<file path="src/rtl/fetch_unit.sv">
// Instruction fetch: PC register drives imem, words queue in a DEPTH-entry FIFO toward decode.
// Latency 1 cycle fetch->instr_valid; fetch stalls while the FIFO is full and not draining.
module fetch_unit #(
    parameter logic [31:0] RESET_PC = 32'h0000_0000,
    parameter int          DEPTH    = 2
) (
    input  logic        clk,
    input  logic        rst,
    output logic [31:0] imem_addr,
    input  logic [31:0] imem_data,
    input  logic        redirect_valid,
    input  logic [31:0] redirect_pc,
    output logic        instr_valid,
    input  logic        instr_ready,
    output logic [31:0] instr_data,
    output logic [31:0] instr_pc,
    output logic [31:0] fetch_count
);

    localparam int PW = (DEPTH > 1) ? $clog2(DEPTH) : 1;
    localparam int CW = $clog2(DEPTH + 1);
    localparam logic [CW-1:0] FULL_CNT = CW'(DEPTH);

    logic [31:0]   pc_q, pc_d;
    logic [31:0]   fc_q, fc_d;
    logic [CW-1:0] count_q, count_d;
    logic [PW-1:0] wr_ptr_q, wr_ptr_d;
    logic [PW-1:0] rd_ptr_q, rd_ptr_d;
    logic [31:0]   pc_mem_q   [DEPTH];
    logic [31:0]   data_mem_q [DEPTH];

    logic deq;
    logic enq;

    assign instr_valid = (count_q != '0);
    assign deq         = instr_valid & instr_ready;
    // A dequeue in the same cycle frees the slot, so a full FIFO keeps streaming.
    assign enq         = !redirect_valid & ((count_q < FULL_CNT) | deq);

    always_comb begin
        pc_d     = pc_q;
        fc_d     = fc_q;
        count_d  = count_q;
        wr_ptr_d = wr_ptr_q;
        rd_ptr_d = rd_ptr_q;
        if (redirect_valid) begin
            pc_d     = redirect_pc & ~32'h3;
            count_d  = '0;
            wr_ptr_d = '0;
            rd_ptr_d = '0;
        end else begin
            if (enq) begin
                pc_d     = pc_q + 32'd4;
                fc_d     = fc_q + 32'd1;
                wr_ptr_d = wr_ptr_q + PW'(1);
            end
            if (deq) begin
                rd_ptr_d = rd_ptr_q + PW'(1);
            end
            count_d = count_q + CW'(enq) - CW'(deq);
        end
    end

    always_ff @(posedge clk) begin
        if (rst) begin
            pc_q     <= RESET_PC;
            fc_q     <= '0;
            count_q  <= '0;
            wr_ptr_q <= '0;
            rd_ptr_q <= '0;
        end else begin
            pc_q     <= pc_d;
            fc_q     <= fc_d;
            count_q  <= count_d;
            wr_ptr_q <= wr_ptr_d;
            rd_ptr_q <= rd_ptr_d;
        end
    end

    always_ff @(posedge clk) begin
        if (!rst && enq) begin
            pc_mem_q[wr_ptr_q]   <= pc_q;
            data_mem_q[wr_ptr_q] <= imem_data;
        end
    end

    assign imem_addr   = pc_q;
    assign fetch_count = fc_q;
    assign instr_data  = instr_valid ? data_mem_q[rd_ptr_q] : 32'h0;
    assign instr_pc    = instr_valid ? pc_mem_q[rd_ptr_q]   : 32'h0;

endmodule

</file>
<file path="config.mk">
export PLATFORM = sky130hd
export DESIGN_NAME = fetch_unit
export DESIGN_NICKNAME = d
export VERILOG_FILES = /design/src/rtl/fetch_unit.sv
export SDC_FILE = /design/constraint.sdc
export NUM_CORES = 1
export LEC_CHECK = 0
export ABC_AREA = 1
export CELL_PAD_IN_SITES_DETAIL_PLACEMENT = 0
export CELL_PAD_IN_SITES_GLOBAL_PLACEMENT = 1
export CORE_ASPECT_RATIO = 0.75
export CORE_UTILIZATION = 34
export DETAILED_ROUTE_END_ITERATION = 8
export GPL_TIMING_DRIVEN = 1
export PLACE_DENSITY = 0.79
export SYNTH_ARGS = -nofsm -noshare
export SYNTH_HDL_FRONTEND = slang
export SYNTH_SLANG_ARGS = --single-unit
</file>
<file path="constraint.sdc">
create_clock -name clk -period 5.95 [get_ports clk]
set_input_delay 1.19 -clock clk [delete_from_list [all_inputs] [get_ports clk]]
set_output_delay 1.19 -clock clk [all_outputs]
set_load 0.02 [all_outputs]
</file>
==> impl_summary.md, run 1 <==
Setup path
The worst path arrival time is 3080 ps. In this design, the stage delay of the slowest critical-path cell is 920 ps. Together, buffers and inverters on the worst path number 3. The worst setup path is of the reg2out kind. The slowest cell on the critical path is sky130_fd_sc_hd__inv_2.

The signal on the critical path passes through buf_4 -> inv_2 -> nand2_1 -> a21oi_1 -> clkdlybuf4s50_1. The family with the most delay on the worst path is buffers and inverters. Of all nets on the critical path, the largest fanout is 63. For the worst setup path, the data required time is around 4800 ps. The sort of element at the end of the critical path is a primary output. STA classifies the critical path startpoint as a register.

Worst hold path
The min-delay analysis places its worst path in the category reg2reg.

Timing
Clock skew on the completed layout was measured at between 10 and 15 ps. The tightest slew margin relative to the limit is 21.9%. The number of hold violations in the final report is 0.

The final critical-path share of the clock period is 71.8%. After routing, the total negative slack on setup checks comes to 0 ps. The count of final max-slew check failures is 0. At the pin with the least slew margin, the transition time is 1170 ps. For this run, the top clock speed supported by timing is roughly 0.23 GHz. Setup repair after global routing left no endpoint under its margin. The minimum clock period is about 4300 ps. The number of failing setup endpoints in the final timing report is 0. Final hold analysis gives a worst-case slack of roughly 440 ps.

Yosys
Counting flops with an async set or reset pin after synthesis yields a share of 0%. The dominant synthesized flop cell is sky130_fd_sc_hd__edfxtp_1. Summing every instance area after synthesis gives 8590 sq um. The average footprint of a synthesized cell is just over 9 sq um. Counting flops and latches in the post-synthesis netlist gives 191. The number of instances in the synthesized netlist is 947.

In this run, distinct cell masters in the synthesized netlist total 40. Of the synthesized area, sequential elements account for 59.0%. For this run, the number of Yosys warnings is 0.

Yosys mapped a number of flops with a built-in enable equal to between 100 and 150.

Clock network
The clock input transition at the sequential cells of the worst setup and hold paths is 70 ps. The number of clock sinks seen by CTS is ~190. The total of hold buffers inserted after clock tree synthesis is 0. The clock reaches the later pin of the worst-skew pair after ~440 ps. TritonCTS built the clock tree.

After clock tree synthesis, the repair step resized 0 gates. CTS built an H-tree with a depth of 4. The buffer count from post-CTS setup fixing is 0. The clock passes through at most 2 buffers. The root buffer cell is sky130_fd_sc_hd__clkbuf_16. The total CTS buffers is 17.

GRT
Across every metal layer, demand over resource in global routing totals 18.6%. The first global-routing pass estimated 36500 microns of wire. The number of antenna violations at the first check in global routing is 0. The via count of the first global-routing pass was 6519. The fraction of met3 tracks used by global routing is 5.10%. Entering global routing, the biggest net connects 64 pins. met2 is the most crowded layer. Summed over all layers, the global routing overflow is 0. The met2 usage in global routing is 27.1%. Global routing consumed, on the met1 layer, 26.8% of the routing resources.

Floorplanning
The width of the chip is around 190 microns. The number of top-level design ports is between 150 and 200. The floorplan die area is 25900 sq um. The starting density of the core is a little over a third.

The die is 140 microns tall. After floorplanning, the core was divided into 49 placement rows. The core region is roughly 24000 sq um.

Drt
The number of search-and-repair iterations in the first detailed-routing pass is 5. The remaining number of nets flagged by the antenna check after routing is 0. The number of remaining DRC errors is 0. In the routed layout, each cell is associated on average with a via count of 4.79.

The routed via count is 7052. The routed design has 23800 microns of wire. In this run, the number of DRC markers left after iteration 0 of detailed routing was roughly 360. Dividing the detail-routed wire length by the instance count gives 16.2 microns.

Pwr
The reported leakage power is 3.95 nW. Across the VDD grid, the largest voltage drop is 0.000185 V. For this design the ratio of total power to cell area is 255 nW/um^2.

Layout
The area growth from synthesis to layout is 32.2%. The library cell used most frequently in the layout, excluding fill and tap cells, is sky130_fd_sc_hd__nand2_1. The number of diodes added for antenna fixing is 0.

The count of non-filler cells in the finished layout is 1471. The proportion of layout cells with a drive suffix above 1 is 6.67%. The number of fill cells in the layout is 2408. The multi-input combinational cell area is 3100 sq um. The top cell types in the final layout, fill and taps aside, are sky130_fd_sc_hd__nand2_1, sky130_fd_sc_hd__clkdlybuf4s50_1, sky130_fd_sc_hd__edfxtp_1.

The final layout net count is between 1000 and 1500. The sequential cells in the finished layout cover a total of 5070 sq um.

Run
The number of maximum-capacitance constraint violations is 0.

Place
The weighted congestion reported at the end of routability-driven placement is roughly 0.83. The number of placed instances, taps included, is 1439. The number of input and output port buffers inserted is 190. The detailed placement HPWL is 16200 microns.

Run status
The run finished with clean final reports.
-- cell families (layout without fill, tap and decap cells) --
kind of cell	Yosys count	after routing	synth area share, %
and+or+nand+nor	466	466	23.6
DFF	191	191	59.0
AOI/OAI and AO/OA	163	163	10.4
buffers and inverters	111	301	5.29
xor gates and xnor gates	11	11	1.12
adders and majority gates	4	4	0.583
other	1	4	0.0437
-- worst reg2reg max path: stages, from the launching register on --
cell,delay [ps]
sky130_fd_sc_hd__dfxtp_1,370
sky130_fd_sc_hd__nor2_4,610
sky130_fd_sc_hd__nor2_1,200
sky130_fd_sc_hd__ha_1,340
sky130_fd_sc_hd__inv_1,40
sky130_fd_sc_hd__ha_1,170
sky130_fd_sc_hd__or2_2,290
sky130_fd_sc_hd__a21oi_1,120
-- routing by layer --
| metal | part of all wire [%] | vias up |
|---|---|---|
| met5 | 0 | - |
| met4 | 1.2 | 0 |
| met3 | 6.6 | 17 |
| met2 | 43 | 195 |
| met1 | 49 | 3314 |
| li1 | - | 3526 |
-- Yosys cell counts, types with 2 or more instances --
master / instances / area, sq um
sky130_fd_sc_hd__buf_4: 7 / 52.6
sky130_fd_sc_hd__xnor2_1: 5 / 43.8
sky130_fd_sc_hd__o21ai_0: 20 / 100
sky130_fd_sc_hd__o21bai_1: 3 / 22.5
sky130_fd_sc_hd__nor2_4: 9 / 101
sky130_fd_sc_hd__nor3_1: 8 / 40.0
sky130_fd_sc_hd__nand2_2: 7 / 43.8
sky130_fd_sc_hd__buf_2: 5 / 25.0
sky130_fd_sc_hd__nand2_1: 290 / 1090
sky130_fd_sc_hd__a31oi_1: 8 / 50.1
sky130_fd_sc_hd__inv_2: 2 / 7.51
sky130_fd_sc_hd__nand3_1: 46 / 230
sky130_fd_sc_hd__edfxtp_1: 124 / 3720
sky130_fd_sc_hd__nand3b_2: 2 / 22.5
sky130_fd_sc_hd__nand4_1: 8 / 50.1
sky130_fd_sc_hd__inv_1: 68 / 255
sky130_fd_sc_hd__nor2_1: 76 / 285
sky130_fd_sc_hd__xor2_1: 6 / 52.6
sky130_fd_sc_hd__nor2_2: 8 / 50.1
sky130_fd_sc_hd__a21oi_1: 107 / 536
sky130_fd_sc_hd__nand3b_1: 5 / 37.5
sky130_fd_sc_hd__a22oi_1: 14 / 105
sky130_fd_sc_hd__clkbuf_1: 25 / 93.8
sky130_fd_sc_hd__buf_1: 2 / 7.51
sky130_fd_sc_hd__o211ai_1: 2 / 15.0
sky130_fd_sc_hd__o221ai_1: 2 / 17.5
sky130_fd_sc_hd__o21ai_1: 3 / 15.0
sky130_fd_sc_hd__dfxtp_1: 67 / 1340
sky130_fd_sc_hd__or2_2: 3 / 18.8
sky130_fd_sc_hd__ha_1: 4 / 50.1
sky130_fd_sc_hd__a211oi_1: 2 / 15.0
-- worst paths after layout --
| path | startpoint | to | slack (ps) | cells past startpoint |
|---|---|---|---|---|
| worst max-delay path | register | instr_pc[28] | 1680 | 5 |
| worst min-delay path | rd_ptr_q | register | 440 | 1 |
| worst max register to register | count_q[1] | count_q[1] | 3740 | 7 |
| worst min register to register | rd_ptr_q | register | 440 | 1 |
-- where the power goes --
| part | switching (mW) | internal (mW) | leakage [nW] |
|---|---|---|---|
| sequential | 0.0398 | 1.46 | 1.69 |
| combinational | 0.175 | 0.138 | 1.99 |
| clock | 0.508 | 0.569 | 0.274 |
-- metrics by stage --
stage	utilization [%]	power [mW]	setup slack, ps	area (sq um)
global route	46.5	3.00	1460	11400
global placement	44.3	1.84	2110	10800
floorplan	-	1.67	-515	8600
CTS	46.5	2.92	1610	11400
detailed placement	44.3	1.84	2110	10800
finish	46.5	2.89	1680	11400
-- cell type report --
type | count | area share, %
repair buffers | 197 | 17.2
multi-input cells | 648 | 27.3
well taps | 331 | 3.65
inverters | 72 | 2.42
clock inverters | 9 | 0.650
clock buffers | 23 | 4.14
flip-flops and latches | 191 | 44.6
-- flip-flops by register name (all words and copies together) (netlist names), named ones only --
register     count
count_q          2
data_mem_q      64
fetch_count     32
imem_addr       30
pc_mem_q        60
rd_ptr_q         1
wr_ptr_q         1
Note: power is estimated with default switching activity, not from simulation.
==> inputs of run 2 (changes only) <==
==> constraint.sdc (replaced) <==
create_clock -name clk -period 3.6 [get_ports clk]
set_input_delay 0.72 -clock clk [delete_from_list [all_inputs] [get_ports clk]]
set_output_delay 0.72 -clock clk [all_outputs]
set_load 0.02 [all_outputs]
==> run 2 against run 1 <==
Compared with the run above:
- critical path depth down 1
- clock skew up 3.8 ps
- die area unchanged
- global-route usage down 0.21 points
- cell count up 0.34%
- total power up 69%
- register-to-register slack worse by 2500 ps
- hold slack better by 14 ps
- sequential share of layout area down 0.50 points
- largest cell class unchanged
- utilization up 0.53 points
- first-iteration DRC count up 30%
- critical path type unchanged
- sequential power up 65%
==> impl_summary.md, run 2 (synthesis results as in run 1) <==
Run status
Run status: finished, final reports clean (unchanged).

GRT
The global route total overflow is 0 (unchanged). The number of antenna violations at the first check in global routing is 2 (was 0). The largest net degree at the start of global routing is 63 (was 64). The via count of the first global-routing pass came to 6422 (was 6519). The total routing usage reported by global routing came to 18.4% (was 18.6%). The global-route wire length before repair is 36200 microns (was 36500 microns).

Layout
The commonest non-fill, non-tap cell in the layout was sky130_fd_sc_hd__nand2_1 (unchanged). The most flop-heavy register is data_mem_q (unchanged). The number of flip-flops in the largest register is 64 (unchanged).

The layout overhead on the synthesized area is 33.7% (was 32.2%). The final layout net count came to 1203 (was 1199). The proportion of layout cells with a drive suffix above 1 is 6.82% (was 6.67%).

The number of fill cells in the layout is 2329 (was 2408). Commonest cells after routing, fill and taps aside: sky130_fd_sc_hd__nand2_1, sky130_fd_sc_hd__clkdlybuf4s50_1, sky130_fd_sc_hd__edfxtp_1 (unchanged).

Clock network
The clock input transition at the sequential cells of the worst setup and hold paths was 70 ps (about the same). The total CTS buffers came to 17 (unchanged). The number of clock sinks seen by CTS is 191 (unchanged). The H-tree depth is 4 (unchanged). The TritonCTS clock tree is built (unchanged). The maximum root-to-sink buffer count is 2 (unchanged). The root buffer cell is sky130_fd_sc_hd__clkbuf_16 (unchanged). The post-cts resize count is 0 (unchanged). The worst-skew pair later-pin latency is 440 ps (about the same). The total of hold buffers inserted after clock tree synthesis was 0 (unchanged). The buffer count from post-CTS setup fixing came to 0 (unchanged).

Floorplanning
The floorplan die area is 25900 sq um (unchanged). The number of top-level design ports is 197 (unchanged). The number of cell rows is 49 (unchanged). The starting density of the core came to 35.2% (unchanged).

The width of the chip is 186 microns (unchanged). The die outline height is 140 microns (unchanged). The placeable core area is 24400 sq um (unchanged).

Place
The weighted congestion reported at the end of routability-driven placement was 0.831 (was 0.826). The number of input and output port buffers inserted is 190 (unchanged). The detailed placement HPWL is 16300 microns (was 16200 microns).

Timing
The minimum clock period is slightly above 3000 ps. The clock skew is 15.0 ps (was 11.2 ps). The worst slack on hold paths is 457 ps (was 443 ps).

The number of hold violations in the final report is 0 (unchanged). The final critical-path share of the clock period is 84.8%. For this run, the top clock speed supported by timing is between 0.3 and 0.4 GHz.

The final sum of negative setup slack is 0 ps (unchanged). The actual slew at the worst max-slew pin is 822 ps (was 1170 ps). The count of final max-slew check failures is 0 (unchanged). The number of failing setup endpoints in the final timing report is 0 (unchanged). The tightest slew margin relative to the limit is 45.0% (was 21.9%). Setup repair after global routing missed its margin: false (unchanged).

Setup path
The worst setup path category is reg2out (unchanged). The number of buffers and inverters on the critical path came to 2 (was 3). The required time of the critical path was 2880 ps (was 4760 ps). The family with the most delay on the worst path is buffers and inverters (unchanged). The worst reg-to-reg path cell count is 8 (was 7). The sort of element at the end of the critical path is a primary output (unchanged). The maximum fanout count along the critical path came to 40 (was 63). The kind of launch point of the worst setup path is a register (unchanged). The number of cells on the critical path is 4 (was 5).

The biggest cell delay along the critical path is 570 ps (was 920 ps). The worst path arrival time is 2330 ps (was 3080 ps). CP Cell Sequence: nor2_4 -> buf_12 -> a21oi_1 -> clkdlybuf4s50_1 (was buf_4 -> inv_2 -> nand2_1 -> a21oi_1 -> clkdlybuf4s50_1). The slowest cell on the critical path was sky130_fd_sc_hd__clkdlybuf4s50_1 (was sky130_fd_sc_hd__inv_2).

Drt
The via density per instance was 4.80 (was 4.79). The number of remaining DRC errors came to 0 (unchanged). The routed via count is 7082 (was 7052). The average wire per cell in the routed design was 16.1 microns (was 16.2 microns). The number of search-and-repair iterations in the first detailed-routing pass is 4 (was 5). The wire length after detailed routing is 23700 microns (was 23800 microns). The starting DRC count in detailed routing is 462 (was 356). The remaining number of nets flagged by the antenna check after routing came to 0 (unchanged).

Worst hold path
The number of cells traversed by the worst hold path is 1 (unchanged). The path type of the worst min-delay path was reg2reg (unchanged).

Pwr
The largest voltage drop on the vdd net was 0.000329 V (was 0.000185 V). The total power per unit cell area was 426 nW/um^2 (was 255 nW/um^2). The reported leakage power is 4.01 nW (was 3.95 nW).

Run
The number of maximum-capacitance constraint violations is 0 (unchanged).
==> run 2: cell types whose count changed in the layout (fill, tap and decap cells not counted), moves of 2 or more <==
cell                       delta
sky130_fd_sc_hd__clkbuf_2     -2
sky130_fd_sc_hd__clkinv_4     -2
sky130_fd_sc_hd__inv_4        -2
sky130_fd_sc_hd__nor3_2       -2
sky130_fd_sc_hd__buf_12       +4
sky130_fd_sc_hd__clkbuf_1     +2
sky130_fd_sc_hd__nor3_4       +2
==> run 2: power breakdown <==
part | total [mW] | internal (mW) | switching (mW)
clock network | 1.88 | 1.03 | 0.849
logic | 0.529 | 0.237 | 0.292
registers | 2.48 | 2.41 | 0.0656
==> run 2: through the flow <==
| step | worst slack, ps | instance area, sq um | utilization, % | std cells | power [mW] |
|---|---|---|---|---|---|
| finish | 546 | 11500 | 47.1 | 1476 | 4.89 |
| global route | 343 | 11500 | 47.1 | 1476 | 5.07 |
| CTS | 462 | 11500 | 47.0 | 1475 | 4.94 |
| detailed placement | 835 | 10900 | 44.7 | 1443 | 3.06 |
| global placement | 833 | 10900 | 44.7 | 1443 | 3.05 |
| floorplan | -485 | 8610 | - | 950 | 2.77 |
==> run 2: worst reg2reg max path, delay by kind of cell, from the launching register on <==
kind | cells | cell delay (ps)
AND/OR/NAND/NOR | 3 | 980
buffers and inverters | 2 | 340
AO/OA/AOI/OAI | 1 | 110
adder cells (fa/ha/maj) | 2 | 460
flip-flops | 1 | 370
==> run 2: metal layers <==
layer  up-vias  share of wire (%)  global-route usage [%]  routed length [microns]
met2       217                 43                    27.0                    10200
li1       3545                  -                       -                        -
met3        13                7.7                    5.37                     1830
met5         -                  0                       0                        0
met1      3307                 48                    26.5                    11400
met4         0                1.0                    3.96                      244
==> run 2: worst paths after layout <==
path | startpoint | end | slack, ps
max | count_q[1] | instr_pc[10] | 550
min | rd_ptr_q | register | 460
max reg2reg | count_q[1] | count_q[1] | 1280
min reg2reg | rd_ptr_q | register | 460
==> run 2: cell type report <==
| cell class | count | area [sq um] | share of cell area, % |
|---|---|---|---|
| multi-input cells | 648 | 3110 | 27.1 |
| clock inverters | 9 | 98.8 | 0.861 |
| flip-flops and latches | 191 | 5070 | 44.1 |
| well taps | 331 | 414 | 3.61 |
| repair buffers | 201 | 2030 | 17.7 |
| clock buffers | 23 | 479 | 4.17 |
| diodes | 1 | 2.50 | 0.0218 |
| inverters | 72 | 275 | 2.40 |
==> RTL edit, RTL diff (settings of run 2) <==
`fc_q` no longer has a reset.
--- a/src/rtl/fetch_unit.sv
+++ b/src/rtl/fetch_unit.sv
@@ -64,17 +64,19 @@
     always_ff @(posedge clk) begin
         if (rst) begin
             pc_q     <= RESET_PC;
-            fc_q     <= '0;
             count_q  <= '0;
             wr_ptr_q <= '0;
             rd_ptr_q <= '0;
         end else begin
             pc_q     <= pc_d;
-            fc_q     <= fc_d;
             count_q  <= count_d;
             wr_ptr_q <= wr_ptr_d;
             rd_ptr_q <= rd_ptr_d;
         end
+    end
+
+    always_ff @(posedge clk) begin
+        fc_q <= fc_d;
     end
 
     always_ff @(posedge clk) begin
Check against the original RTL: not equivalent (Yosys sat finds a counterexample within 4 cycles, from zero or initial values and one cycle with rst high).
==> RTL edit against run 2 <==
Sequential power up 5%; wire length decreased by 5.8%; synthesized area is 0.38% higher; sequential cell count unchanged; count of clock-buffer cells in the layout fell by 6; final area up 1.4%; setup slack gained 0.038 ns; sequential share of layout area rose by 2.1 points; worst hold slack better by 0.0096 ns; global-route usage shrank 0.85 points; power rose by 5.5%; critical path type unchanged; critical endpoint is now instr_pc[26]; largest power group unchanged.
==> RTL edit: results <==
metrics = {
    "outcome": {
        "status": "completed",
    },
    "place": {
        "dp_hpwl_um": 15700,
        "port_buffers": 190,
        "place.gp.congestion": 0.863,
    },
    "critical_path": {
        "worstSetupPathType": "flip-flop to output port",
        "crit_end": "instr_pc[26]",
        "cp.arrival_ns": 2.30,
        "reg2reg_to": "count_q[1]",
        "worstRegToRegCells": 9,
        "r2r_setup_slack_ns": 1.39,
        "critPathMaxFanout": 62,
    },
    "route": {
        "wl_um": 22300,
        "dr.pass1.iters": 5,
        "vias": 6685,
        "drt_iter0_drc": 509,
    },
    "yosys": {
        "synth-compound-area-share_pct": 8.42,
        "yosysUniqueCellTypes": 36,
        "synth_fa_ha_area_share_pct": 0.581,
        "synth_commonest_cells": "nand2_1 (253), edfxtp_1 (156), a21oi_1 (90)",
        "synth_edf_count": 156,
        "ys_seq_area_share_pct": 62.5,
        "synth_area_leaders": "edfxtp_1 (54%), nand2_1 (11%), dfxtp_1 (8.1%)",
        "synth_warnings": 0,
        "synthXorXnorAreaFrac_pct": 3.45,
        "async_flop_share_pct": 0,
        "muxShareOfSynthArea_pct": 0,
    },
    "grt": {
        "grt_pass1_wl_um": 34700,
        "track_usage_pct": 17.5,
        "grt_max_degree": 63,
        "grt_pass1_vias": 6230,
        "antenna_found_initial": 1,
    },
    "cts": {
        "cts_buffers": 17,
        "clk_latency_ns": 0.43,
    },
    "cells_and_area": {
        "nets": 1122,
        "regMostFlops": "data_mem_q",
        "fillers": 2347,
        "drive_gt1_share_pct": 8.56,
    },
    "power": {
        "leakage_nw": 4.09,
        "vdd_ir_drop_max_uv": 332,
    },
    "sta": {
        "clock_skew_ns": 0.0128,
        "slew-limit-headroom_pct": 55.2,
    },
    "worst_hold_path": {
        "hold_class": "flip-flop to flip-flop",
    },
}
-- RTL edit: changes by cell type in the layout (fill, tap and decap cells not counted), moves of 7 or more --
cell,before,now
nand2_1,290,253
dfxtp_1,66,34
edfxtp_1,124,156
nor2_1,75,50
a21oi_1,107,90
inv_1,68,53
xor2_1,6,21
o21ai_0,20,8
nor2_2,8,16
xnor2_1,5,13
nor2_4,10,3
-- RTL edit: worst max-delay path, cell delays in order, from the launching register on --
cell and delay, ns:
dfxtp_2 0.34, buf_4 0.54, nand2_1 0.10, a21oi_1 0.21
clkdlybuf4s50_1 0.67
-- RTL edit: how the worst min path moves through the flow --
stage / startpoint / to / slack [ns] / cells past startpoint
after global placement: rd_ptr_q / flip-flop / 0.43 / 1
after CTS: rd_ptr_q / flip-flop / 0.46 / 1
final: rd_ptr_q / rd_ptr_q / 0.47 / 1
after detailed placement: rd_ptr_q / flip-flop / 0.45 / 1
after global routing: rd_ptr_q / rd_ptr_q / 0.49 / 1
after floorplan: rd_ptr_q / flip-flop / 0.43 / 1
-- RTL edit: cell type report --
class	instances	share of cell area [%]
sequential	191	46.3
multi-input combinational	579	25.0
timing repair buffer	203	17.8
clock buffer	17	3.65
tap	338	3.63
inverter	58	1.87
clock inverter	15	1.73
antenna	1	0.0215
-- RTL edit: kinds of logic (layout without fill, tap and decap cells) --
family,count (synthesis),count (layout)
flip-flops,191,191
AND/OR/NAND/NOR,407,407
other,1,5
XOR/XNOR,34,34
buffers and inverters,91,293
adder cells (fa/ha/maj),4,4
AO/OA/AOI/OAI,130,130
-- RTL edit: power breakdown --
group / switching [mW] / leakage (nW) / internal (mW)
sequential: 0.102 / 1.74 / 2.50
combinational: 0.346 / 2.04 / 0.290
clock: 0.960 / 0.301 / 0.960
-- RTL edit: layer usage --
metal,vias up,GRT usage [%],wire (um)
met4,0,3.75,237
met1,3136,26.1,10900
met3,15,5.02,1770
met5,-,0,0
met2,212,25.1,9420
li1,3322,-,-
-- RTL edit: through the flow --
step | hold slack [ns] | worst slack (ns) | instance area (um2) | TNS (ns) | std cells
2_1_floorplan | 0.425 | -0.387 | 8640 | -48.00 | 861
3_3_place_gp | 0.431 | 0.762 | 11000 | 0 | 1369
3_5_place_dp | 0.447 | 0.731 | 11000 | 0 | 1369
4_1_cts | 0.460 | 0.519 | 11600 | 0 | 1401
5_1_grt | 0.488 | 0.396 | 11600 | 0 | 1401
6_report | 0.467 | 0.584 | 11600 | 0 | 1402
